## config.mk

```make
export PLATFORM = sky130hd
export DESIGN_NAME = pipeline_hazard_controller
export DESIGN_NICKNAME = d
export VERILOG_FILES = /design/src/rtl/pipe_ctrl_pkg.sv /design/src/rtl/sat_counter.sv /design/src/rtl/pipeline_hazard_controller.sv
export SDC_FILE = /design/constraint.sdc
export NUM_CORES = 1
export LEC_CHECK = 0
export ABC_CLOCK_PERIOD_IN_PS = 2550
export BUFFER_PORTS_ARGS = -buffer_cell sky130_fd_sc_hd__buf_2
export CORE_MARGIN = 1
export CORE_UTILIZATION = 54
export CTS_BUF_LIST = sky130_fd_sc_hd__clkbuf_16
export DETAILED_ROUTE_END_ITERATION = 8
export PLACE_DENSITY = 0.8
export SLEW_MARGIN = 40
export SYNTH_ARGS = -nofsm -noshare
export SYNTH_HDL_FRONTEND = slang
export SYNTH_SLANG_ARGS = --single-unit
```

## constraint.sdc

```tcl
create_clock -name clk -period 2.55 [get_ports clk]
set_input_delay 0.1275 -clock clk [delete_from_list [all_inputs] [get_ports clk]]
set_output_delay 0.1275 -clock clk [all_outputs]
set_load 0.02 [all_outputs]
```

## src/rtl/pipe_ctrl_pkg.sv

```systemverilog
// Shared definitions for the pipeline hazard/stall controller.
//   ctrl_state_e : sequencer state encoding (RUN / FREEZE / ERR)
//   CTRL_STATE_W : width of the exported state code
//   REG_ADDR_W   : register-file address width (R0..R15)
package pipe_ctrl_pkg;

    localparam int CTRL_STATE_W = 2;
    localparam int REG_ADDR_W   = 4;

    typedef enum logic [CTRL_STATE_W-1:0] {
        RUN    = 2'd0,
        FREEZE = 2'd1,
        ERR    = 2'd2
    } ctrl_state_e;

endpackage

```

## src/rtl/sat_counter.sv

```systemverilog
// Saturating up-counter used for the pipeline performance counters.
// Ports:
//   clk  : clock, rising edge
//   rst  : asynchronous reset, active-low
//   inc  : count one event this cycle
//   clr  : synchronous clear, wins over inc
//   cnt  : current count, sticks at all-ones
module sat_counter #(
    parameter int CNT_W = 16
) (
    input  logic             clk,
    input  logic             rst,
    input  logic             inc,
    input  logic             clr,
    output logic [CNT_W-1:0] cnt
);

    always_ff @(posedge clk or negedge rst) begin
        if (!rst) begin
            cnt <= '0;
        end else if (clr) begin
            cnt <= '0;
        end else if (inc && (cnt != {CNT_W{1'b1}})) begin
            cnt <= cnt + CNT_W'(1);
        end
    end

endmodule

```

## src/rtl/pipeline_hazard_controller.sv

```systemverilog
// Central stall/flush sequencer for the 5-stage pipeline (IF, ID, EX, MEM, WB).
// Stage enables/flushes are combinational from the registered sequencer state
// and the current hazard inputs; state, wait counter, sticky error and the
// performance counters are registered.
// Ports:
//   clk, rst (async, active-low)
//   ID source info     : id_valid, id_src1, id_src2, id_two_src, id_uses_sr
//   ID/EX outputs      : exe_wb_en, exe_mem_r_en, exe_s, exe_b, exe_dest
//   EX/MEM outputs     : mem_wb_en, mem_dest, mem_req
//   memory handshake   : mem_ready
//   perf_clr           : synchronous clear of the performance counters
//   stage controls     : pc_en, if_id_en, if_id_flush, id_ex_en, id_ex_flush,
//                        ex_mem_en, mem_wb_en_ctl
//   status             : hazard, ctrl_state, mem_timeout_err
//   counters           : stall_cnt, flush_cnt, freeze_cnt
module pipeline_hazard_controller
    import pipe_ctrl_pkg::*;
#(
    parameter bit FWD_EN      = 1'b1,
    parameter int MEM_TIMEOUT = 255,
    parameter int CNT_W       = 16
) (
    input  logic                    clk,
    input  logic                    rst,
    input  logic                    id_valid,
    input  logic [REG_ADDR_W-1:0]   id_src1,
    input  logic [REG_ADDR_W-1:0]   id_src2,
    input  logic                    id_two_src,
    input  logic                    id_uses_sr,
    input  logic                    exe_wb_en,
    input  logic                    exe_mem_r_en,
    input  logic                    exe_s,
    input  logic                    exe_b,
    input  logic [REG_ADDR_W-1:0]   exe_dest,
    input  logic                    mem_wb_en,
    input  logic [REG_ADDR_W-1:0]   mem_dest,
    input  logic                    mem_req,
    input  logic                    mem_ready,
    input  logic                    perf_clr,
    output logic                    pc_en,
    output logic                    if_id_en,
    output logic                    if_id_flush,
    output logic                    id_ex_en,
    output logic                    id_ex_flush,
    output logic                    ex_mem_en,
    output logic                    mem_wb_en_ctl,
    output logic                    hazard,
    output logic [CTRL_STATE_W-1:0] ctrl_state,
    output logic                    mem_timeout_err,
    output logic [CNT_W-1:0]        stall_cnt,
    output logic [CNT_W-1:0]        flush_cnt,
    output logic [CNT_W-1:0]        freeze_cnt
);

    localparam int WAIT_W = (MEM_TIMEOUT < 1) ? 1 : $clog2(MEM_TIMEOUT + 1);

    ctrl_state_e       state_q, state_d;
    logic [WAIT_W-1:0] wait_q, wait_d;
    logic              err_q, err_d;

    logic ex_hit, mem_hit, raw, hazard_raw;
    logic freeze_act, err_act, branch_act;

    // R0 is a real register, so no zero-register exclusion here.
    assign ex_hit  = exe_wb_en & ((exe_dest == id_src1) | (id_two_src & (exe_dest == id_src2)));
    assign mem_hit = mem_wb_en & ((mem_dest == id_src1) | (id_two_src & (mem_dest == id_src2)));

    // With forwarding only a load in EX cannot be bypassed in time.
    assign raw        = FWD_EN ? (ex_hit & exe_mem_r_en) : (ex_hit | mem_hit);
    assign hazard_raw = id_valid & (raw | (id_uses_sr & exe_s));

    // FREEZE keeps the pipe held through the cycle mem_ready returns; the
    // pipe advances on the following edge.
    assign freeze_act = (state_q == FREEZE) | ((state_q == RUN) & mem_req & ~mem_ready);
    assign err_act    = (state_q == ERR);
    assign branch_act = rst & ~freeze_act & ~err_act & exe_b;

    always_ff @(posedge clk or negedge rst) begin
        if (!rst) begin
            state_q <= RUN;
            wait_q  <= '0;
            err_q   <= 1'b0;
        end else begin
            state_q <= state_d;
            wait_q  <= wait_d;
            err_q   <= err_d;
        end
    end

    always_comb begin
        state_d = state_q;
        wait_d  = wait_q;
        err_d   = err_q;
        case (state_q)
            RUN: begin
                if (mem_req && !mem_ready) begin
                    state_d = FREEZE;
                    wait_d  = WAIT_W'(1);
                end
            end
            FREEZE: begin
                if (!mem_req || mem_ready) begin
                    // Completion, or the request vanished: resume either way.
                    state_d = RUN;
                    wait_d  = '0;
                end else if (wait_q == WAIT_W'(MEM_TIMEOUT)) begin
                    state_d = ERR;
                    err_d   = 1'b1;
                end else begin
                    wait_d = wait_q + WAIT_W'(1);
                end
            end
            ERR: begin
                // Absorbing until reset.
            end
            default: begin
                state_d = RUN;
                wait_d  = '0;
            end
        endcase
    end

    always_comb begin
        pc_en         = 1'b0;
        if_id_en      = 1'b0;
        if_id_flush   = 1'b0;
        id_ex_en      = 1'b0;
        id_ex_flush   = 1'b0;
        ex_mem_en     = 1'b0;
        mem_wb_en_ctl = 1'b0;
        hazard        = 1'b0;
        if (!rst || err_act || freeze_act) begin
            // Everything held; defaults already zero.
        end else if (exe_b) begin
            // ID instruction is squashed, so any hazard against it is moot.
            pc_en         = 1'b1;
            if_id_en      = 1'b1;
            if_id_flush   = 1'b1;
            id_ex_en      = 1'b1;
            id_ex_flush   = 1'b1;
            ex_mem_en     = 1'b1;
            mem_wb_en_ctl = 1'b1;
        end else if (hazard_raw) begin
            id_ex_en      = 1'b1;
            id_ex_flush   = 1'b1;
            ex_mem_en     = 1'b1;
            mem_wb_en_ctl = 1'b1;
            hazard        = 1'b1;
        end else begin
            pc_en         = 1'b1;
            if_id_en      = 1'b1;
            id_ex_en      = 1'b1;
            ex_mem_en     = 1'b1;
            mem_wb_en_ctl = 1'b1;
        end
    end

    assign ctrl_state      = state_q;
    assign mem_timeout_err = err_q;

    sat_counter #(.CNT_W(CNT_W)) u_stall_cnt (
        .clk (clk),
        .rst (rst),
        .inc (hazard),
        .clr (perf_clr),
        .cnt (stall_cnt)
    );

    sat_counter #(.CNT_W(CNT_W)) u_flush_cnt (
        .clk (clk),
        .rst (rst),
        .inc (branch_act),
        .clr (perf_clr),
        .cnt (flush_cnt)
    );

    sat_counter #(.CNT_W(CNT_W)) u_freeze_cnt (
        .clk (clk),
        .rst (rst),
        .inc (freeze_act | err_act),
        .clr (perf_clr),
        .cnt (freeze_cnt)
    );

endmodule

```

**Yosys cells after proc, flatten, opt, wreduce, memory -nomap -nowiden**

Cells that the tools add are included.

- Output and inout port bits: 59
- Input bits: 29
- Bits in registers: 59
- Word-level logic and storage cells: 81

- Reductions and logical operators: 17
- Bitwise gates (word level): 18
- Equal/unequal tests: 11
- Mux-type cells: 25
- $add $sub $neg: 4

Operators with widths:

| kind | number |
|---|---|
| $mux 16 | 6 |
| $add 16x1->16 const B | 3 |
| $ne 16x16->1 const B | 3 |
| $mux 8 | 3 |
| $pmux 8 s3 | 1 |
| $mux 1 | 11 |
| $and 1x1->1 | 10 |
| $reduce_and 3->1 | 3 |
| $add 8x1->8 const B | 1 |
| $eq 4x4->1 | 2 |
| $eq 8x8->1 const B | 1 |
| $mux 2 | 3 |
| $pmux 2 s3 | 1 |
| $reduce_bool 2->1 | 3 |
| $logic_and 1x1->1 | 4 |
| $not 1->1 | 4 |
| $or 1x1->1 | 4 |
| $logic_not 1->1 | 3 |
| $logic_or 1x1->1 | 3 |
| $ne 3x1->1 const B | 1 |
| $ne 3x3->1 const B | 1 |
| $eq 2x1->1 const B | 1 |
| $eq 2x2->1 const B | 1 |
| $logic_not 2->1 | 1 |
| $ne 2x1->1 const B | 1 |

**Depth between registers and ports, before layout**

- Depth after elaboration: 13
- Gate-level depth with buffers: 7
- Gate-level depth less buffers: 6

**By module**

A second synthesis with hierarchy kept.

- Cell total of the unflattened synthesis: 383
- Area total of the unflattened synthesis: 3,607.2 um2

By module, submodules not included:

| module | instances | seq. area each (um2) | area each (um2) | cells each |
|---|---|---|---|---|
| sat_counter | 3 | 400.4 | 942.2 | 98 |
| pipeline_hazard_controller | 1 | 275.3 | 780.7 | 89 |

**Worst setup path before layout**

Ideal clock, no wire load.

- Path kind: register to register
- From: register state_q[0] (netlist: ctrl_state[0])
- To: register u_stall_cnt.cnt[14]
- Arrival time: 2.151 ns
- Cell stages (with the launch flop): 7
- Clock period less this slack: 2.320 ns
- Slack: 0.230 ns
- Path buffers: 1
- Required time: 2.381 ns
- Setup time: 0.169 ns
- Path through: dfrtp_1 -> or2_1 -> o21ai_1 -> clkbuf_1 -> nand2_1 -> nor3_1 -> a311oi_1

- Longest elaborated chain between the ends: 8
- Elaborated cells on any way between the ends: 11
- Classes of those cells: eq/ne: 2; mux: 1; bitwise: 3; reduce/logical: 5

RTL lines:

| what | RTL line | source |
|---|---|---|
| from (decl) | pipeline_hazard_controller.sv:57 | `ctrl_state_e state_q, state_d;` |
| from (signal assigned) | pipeline_hazard_controller.sv:84 | `state_q <= state_d;` |
| $logic_not 2->1 | pipeline_hazard_controller.sv:74 | `assign freeze_act = (state_q == FREEZE) \| ((state_q == RUN) & mem_req & ~mem_ready);` |
| $and 1x1->1 (2 in a row) | pipeline_hazard_controller.sv:74 |  |
| $or 1x1->1 | pipeline_hazard_controller.sv:74 |  |
| $logic_or 1x1->1 * | pipeline_hazard_controller.sv:132 | `if (!rst \|\| err_act \|\| freeze_act) begin` |
| $mux 1 * | pipeline_hazard_controller.sv:132 |  |
| named net hazard | pipeline_hazard_controller.sv:47 | `output logic hazard,` |
| $logic_and 1x1->1 * | sat_counter.sv:23 | `end else if (inc && (cnt != {CNT_W{1'b1}})) begin` |
| $reduce_bool 2->1 (no line) * | -- |  |
| to (signal assigned) | sat_counter.sv:24 | `cnt <= cnt + CNT_W'(1);` |
| to (decl) | sat_counter.sv:15 | `output logic [CNT_W-1:0] cnt` |

The timed path passes the listed nets; every way through them passes the cells marked *.
A chain may end at the register's enable or synchronous reset.

**Worst setup path after layout**

- From: register state_q[1] (netlist: ctrl_state[1])
- To: register u_stall_cnt.cnt[15]

- Longest elaborated chain between the ends: 8
- Elaborated cells on any way between the ends: 11
- Classes of those cells: eq/ne: 2; mux: 1; bitwise: 3; reduce/logical: 5

RTL lines:

| what | RTL line |
|---|---|
| $logic_not 2->1 | pipeline_hazard_controller.sv:74 |
| $and 1x1->1 (2 in a row) | pipeline_hazard_controller.sv:74 |
| $or 1x1->1 | pipeline_hazard_controller.sv:74 |
| $logic_or 1x1->1 * | pipeline_hazard_controller.sv:132 |
| $mux 1 * | pipeline_hazard_controller.sv:132 |
| $logic_and 1x1->1 * | sat_counter.sv:23 |
| $reduce_bool 2->1 (no line) * | -- |

Every way passes the cells marked *; elsewhere a longest branch is shown, timed or not.

==> impl_metrics.py <==
metrics = {
    "status": {
        "outcome": "completed",
    },
    "synth": {
        "synth_top_area_share_pct": 42.1,
        "synthTopCellsByArea": "dfrtp_1 (42%), mux2_2 (4.8%), nor2_1 (4.1%), nor2b_1 (3.6%), nand3_1 (3.3%)",
        "synthCells": 388,
        "ys_async_sr_fraction_pct": 100,
        "netlist_area_um2": 3500,
        "yosysUniqueCellTypes": 47,
        "synth_area_per_cell_um2": 9.03,
        "yosysSeqAreaShare_pct": 42.1,
        "synth_commonest_cells": "dfrtp_1 (59), nor2_1 (38), nand2_1 (28), nand3_1 (23), a21oi_1 (21)",
        "synth_edf_count": 0,
        "yosysWarnings": 0,
        "synth.largest_area_cell": "dfrtp_1",
        "ys.flop_type": "dfrtp_1",
        "synth_nets": 421,
        "synth-seq-cells": 59,
        "synth.most_common_cell": "dfrtp_1",
    },
    "setup_path": {
        "cp_num_cells": 6,
        "slowest_delay_ps": 410,
        "cp_max_fo": 6,
        "critical_path_arrival_ps": 2550,
        "critical_path_class": "reg2reg",
        "cp-end-kind": "register",
        "startpoint_type": "register",
        "cp_top_family": "compound AO/OA/AOI/OAI gates",
        "critPathBufInv": 1,
        "cp_cell_sequence": "or2_1 -> o21a_1 -> a311o_1 -> buf_4 -> nor4_1 -> mux2_2",
        "rr_worst_depth": 6,
        "slowest_stage": "dfrtp_1",
        "required_ps": 2750,
    },
    "sta": {
        "slew-limit-headroom_pct": 61.6,
        "fmax_ghz": 0.426,
        "timing.final.ws_setup_ps": 201,
        "fin_crit_sh_pct": 92.1,
        "maxSlewViolCount": 0,
        "worstMarginPinSlew_ps": 561,
        "min_period_ps": 2350,
        "tns_ps": 0,
        "fin_skew_ps": 5.18,
        "hold_viol": 0,
        "setup_viol": 0,
        "rsz0062_at_grt": "no",
    },
    "hold_path": {
        "worstHoldPathCells": 4,
        "hold_class": "in2reg",
    },
    "drt": {
        "wl_per_cell_um": 15.0,
        "vias_per_cell": 6.02,
        "drt_iter0_markers": 236,
        "drt_wl_total_um": 8310,
        "ant_nets": 0,
        "dr_total_vias": 3342,
        "first_pass_iters": 5,
        "drc": 0,
    },
    "layout": {
        "drive_gt1_share_pct": 26.9,
        "nets": 508,
        "syn2layout_area_growth_pct": 22.5,
        "antennaDiodeCount": 0,
    },
    "floorplan": {
        "core.rowCount": 28,
        "coreArea_um2": 6100,
        "die_y_um": 82.6,
        "start_util_pct": 57.5,
        "pin_count": 88,
        "die_x_um": 82.6,
        "die_area_um2": 6820,
    },
    "clock_network": {
        "cts_sinks": 59,
        "clock_path_buffers": 2,
        "post_cts_buffers": 0,
        "clock-root-buffer": "clkbuf_16",
        "clkLatencyLatePin_ps": 320,
        "clkTransAtPathRegs_ps": 50,
        "cts_tree": "done",
        "cts_max_level": 3,
        "numCtsBuffers": 9,
    },
    "placement": {
        "dpl.hpwl_um": 5970,
        "io_buffer_count": 82,
        "pre_cts_slack_ps": 204,
        "routabilityCongestion": 0.864,
    },
    "power": {
        "total_power_mw": 2.10,
        "leakage_nw": 2.02,
        "ir_drop_mv": 0.391,
        "powerDensity_nw_per_um2": 488,
    },
    "grt": {
        "grt_start_max_net_pins": 50,
        "grt_overflow_total": 0,
        "track_usage_pct": 25.5,
        "grt_pass1_vias": 2972,
        "grt_first_pass_wirelength_um": 13300,
        "antenna_found_initial": 0,
    },
    "flow_run": {
        "cap_violations": 0,
    },
}
-- kinds of logic (layout without fill, tap and decap cells) --
group	after synthesis	count (layout)	synth area share, %
AOI/OAI and AO/OA	69	69	12.9
xor gates and xnor gates	19	19	4.75
adders and majority gates	4	4	1.43
buffers and inverters	31	123	3.71
DFF	59	59	42.1
muxes	21	21	6.60
and+or+nand+nor	185	185	28.5
-- area by class of cell --
type,instances,area (um^2)
multi-input combinational,298,1900
clock inverter,7,28.8
timing repair buffer,98,536
inverter,9,33.8
fill,493,1800
clock buffer,9,225
tap,75,93.8
sequential,59,1480
-- placed cells by master (no fill, tap or decap), drive strengths merged, types with 2 or more instances in the layout --
cell type / instances
and4: 2
a2111oi: 7
buf: 97
nor3b: 3
nand2: 28
a31o: 2
clkbuf: 9
xor2: 7
a21oi: 21
inv: 12
or4: 15
nand4: 14
nor2: 38
nor2b: 20
nor4: 10
and2: 4
ha: 4
clkinv: 4
nand2b: 6
o21ai: 14
o31ai: 13
a211oi: 2
and3: 7
dfrtp: 59
nor3: 9
or4b: 2
xnor2: 12
mux2i: 4
mux2: 17
nand3: 23
a31oi: 3
-- worst min-delay path: cells and delay by family --
family | cells | cell delay (ps)
buffers and inverters | 1 | 90
and+or+nand+nor | 2 | 140
AOI/OAI and AO/OA | 1 | 40
-- report_power, final --
group	switching (mW)	internal (mW)	total (mW)
combinational	0.0815	0.0455	0.127
sequential	0.00532	0.943	0.948
clock	0.386	0.634	1.02
total	0.473	1.62	2.10
-- routing by layer --
| layer | global-route usage [%] | wire length, um |
|---|---|---|
| met5 | 0 | 0 |
| met4 | 9.83 | 87 |
| met3 | 4.95 | 420 |
| met2 | 41.2 | 4150 |
| met1 | 33.7 | 3660 |
-- sequential cells by signal (all words and copies together), names as in the netlist --
signal / flops
u_freeze_cnt.cnt: 16
u_flush_cnt.cnt: 16
mem_timeout_err: 1
ctrl_state: 2
u_stall_cnt.cnt: 16
wait_q: 8
-- repair_timing --
| action | in CTS | in global routing |
|---|---|---|
| hold buffers | 1 | 0 |
| resized for setup | 0 | 0 |
| endpoints found under the hold margin | 59 | 0 |
-- per-stage QoR --
stage          hold slack, ps  cells  utilization (%)  instance area [um^2]
3_3_place_gp              178    538             66.0                  4030
6_report                  120    555             70.4                  4290
3_5_place_dp              170    538             66.0                  4030
4_1_cts                   114    555             70.4                  4290
5_1_grt                   166    555             70.4                  4290
2_1_floorplan            -168    388                -                  3500
-- worst paths after layout --
| kind | endpoint | slack, ps | start |
|---|---|---|---|
| max in group asynchronous | u_freeze_cnt.cnt[10]$_DFFE_PN0P_ | 1670 | rst |
| worst max-delay path | u_stall_cnt.cnt[15]$_DFFE_PN0P_ | 200 | ctrl_state[1]$_DFFE_PN0P_ |
| worst min-delay path | ctrl_state[0]$_DFFE_PN0P_ | 120 | mem_ready |
| worst min register to register | wait_q[7]$_DFFE_PN0P_ | 490 | wait_q[7]$_DFFE_PN0P_ |
| worst max register to register | u_stall_cnt.cnt[15]$_DFFE_PN0P_ | 200 | ctrl_state[1]$_DFFE_PN0P_ |
| min in group asynchronous | u_stall_cnt.cnt[9]$_DFFE_PN0P_ | 370 | rst |
No activity file was read; power rests on OpenSTA's default activity.
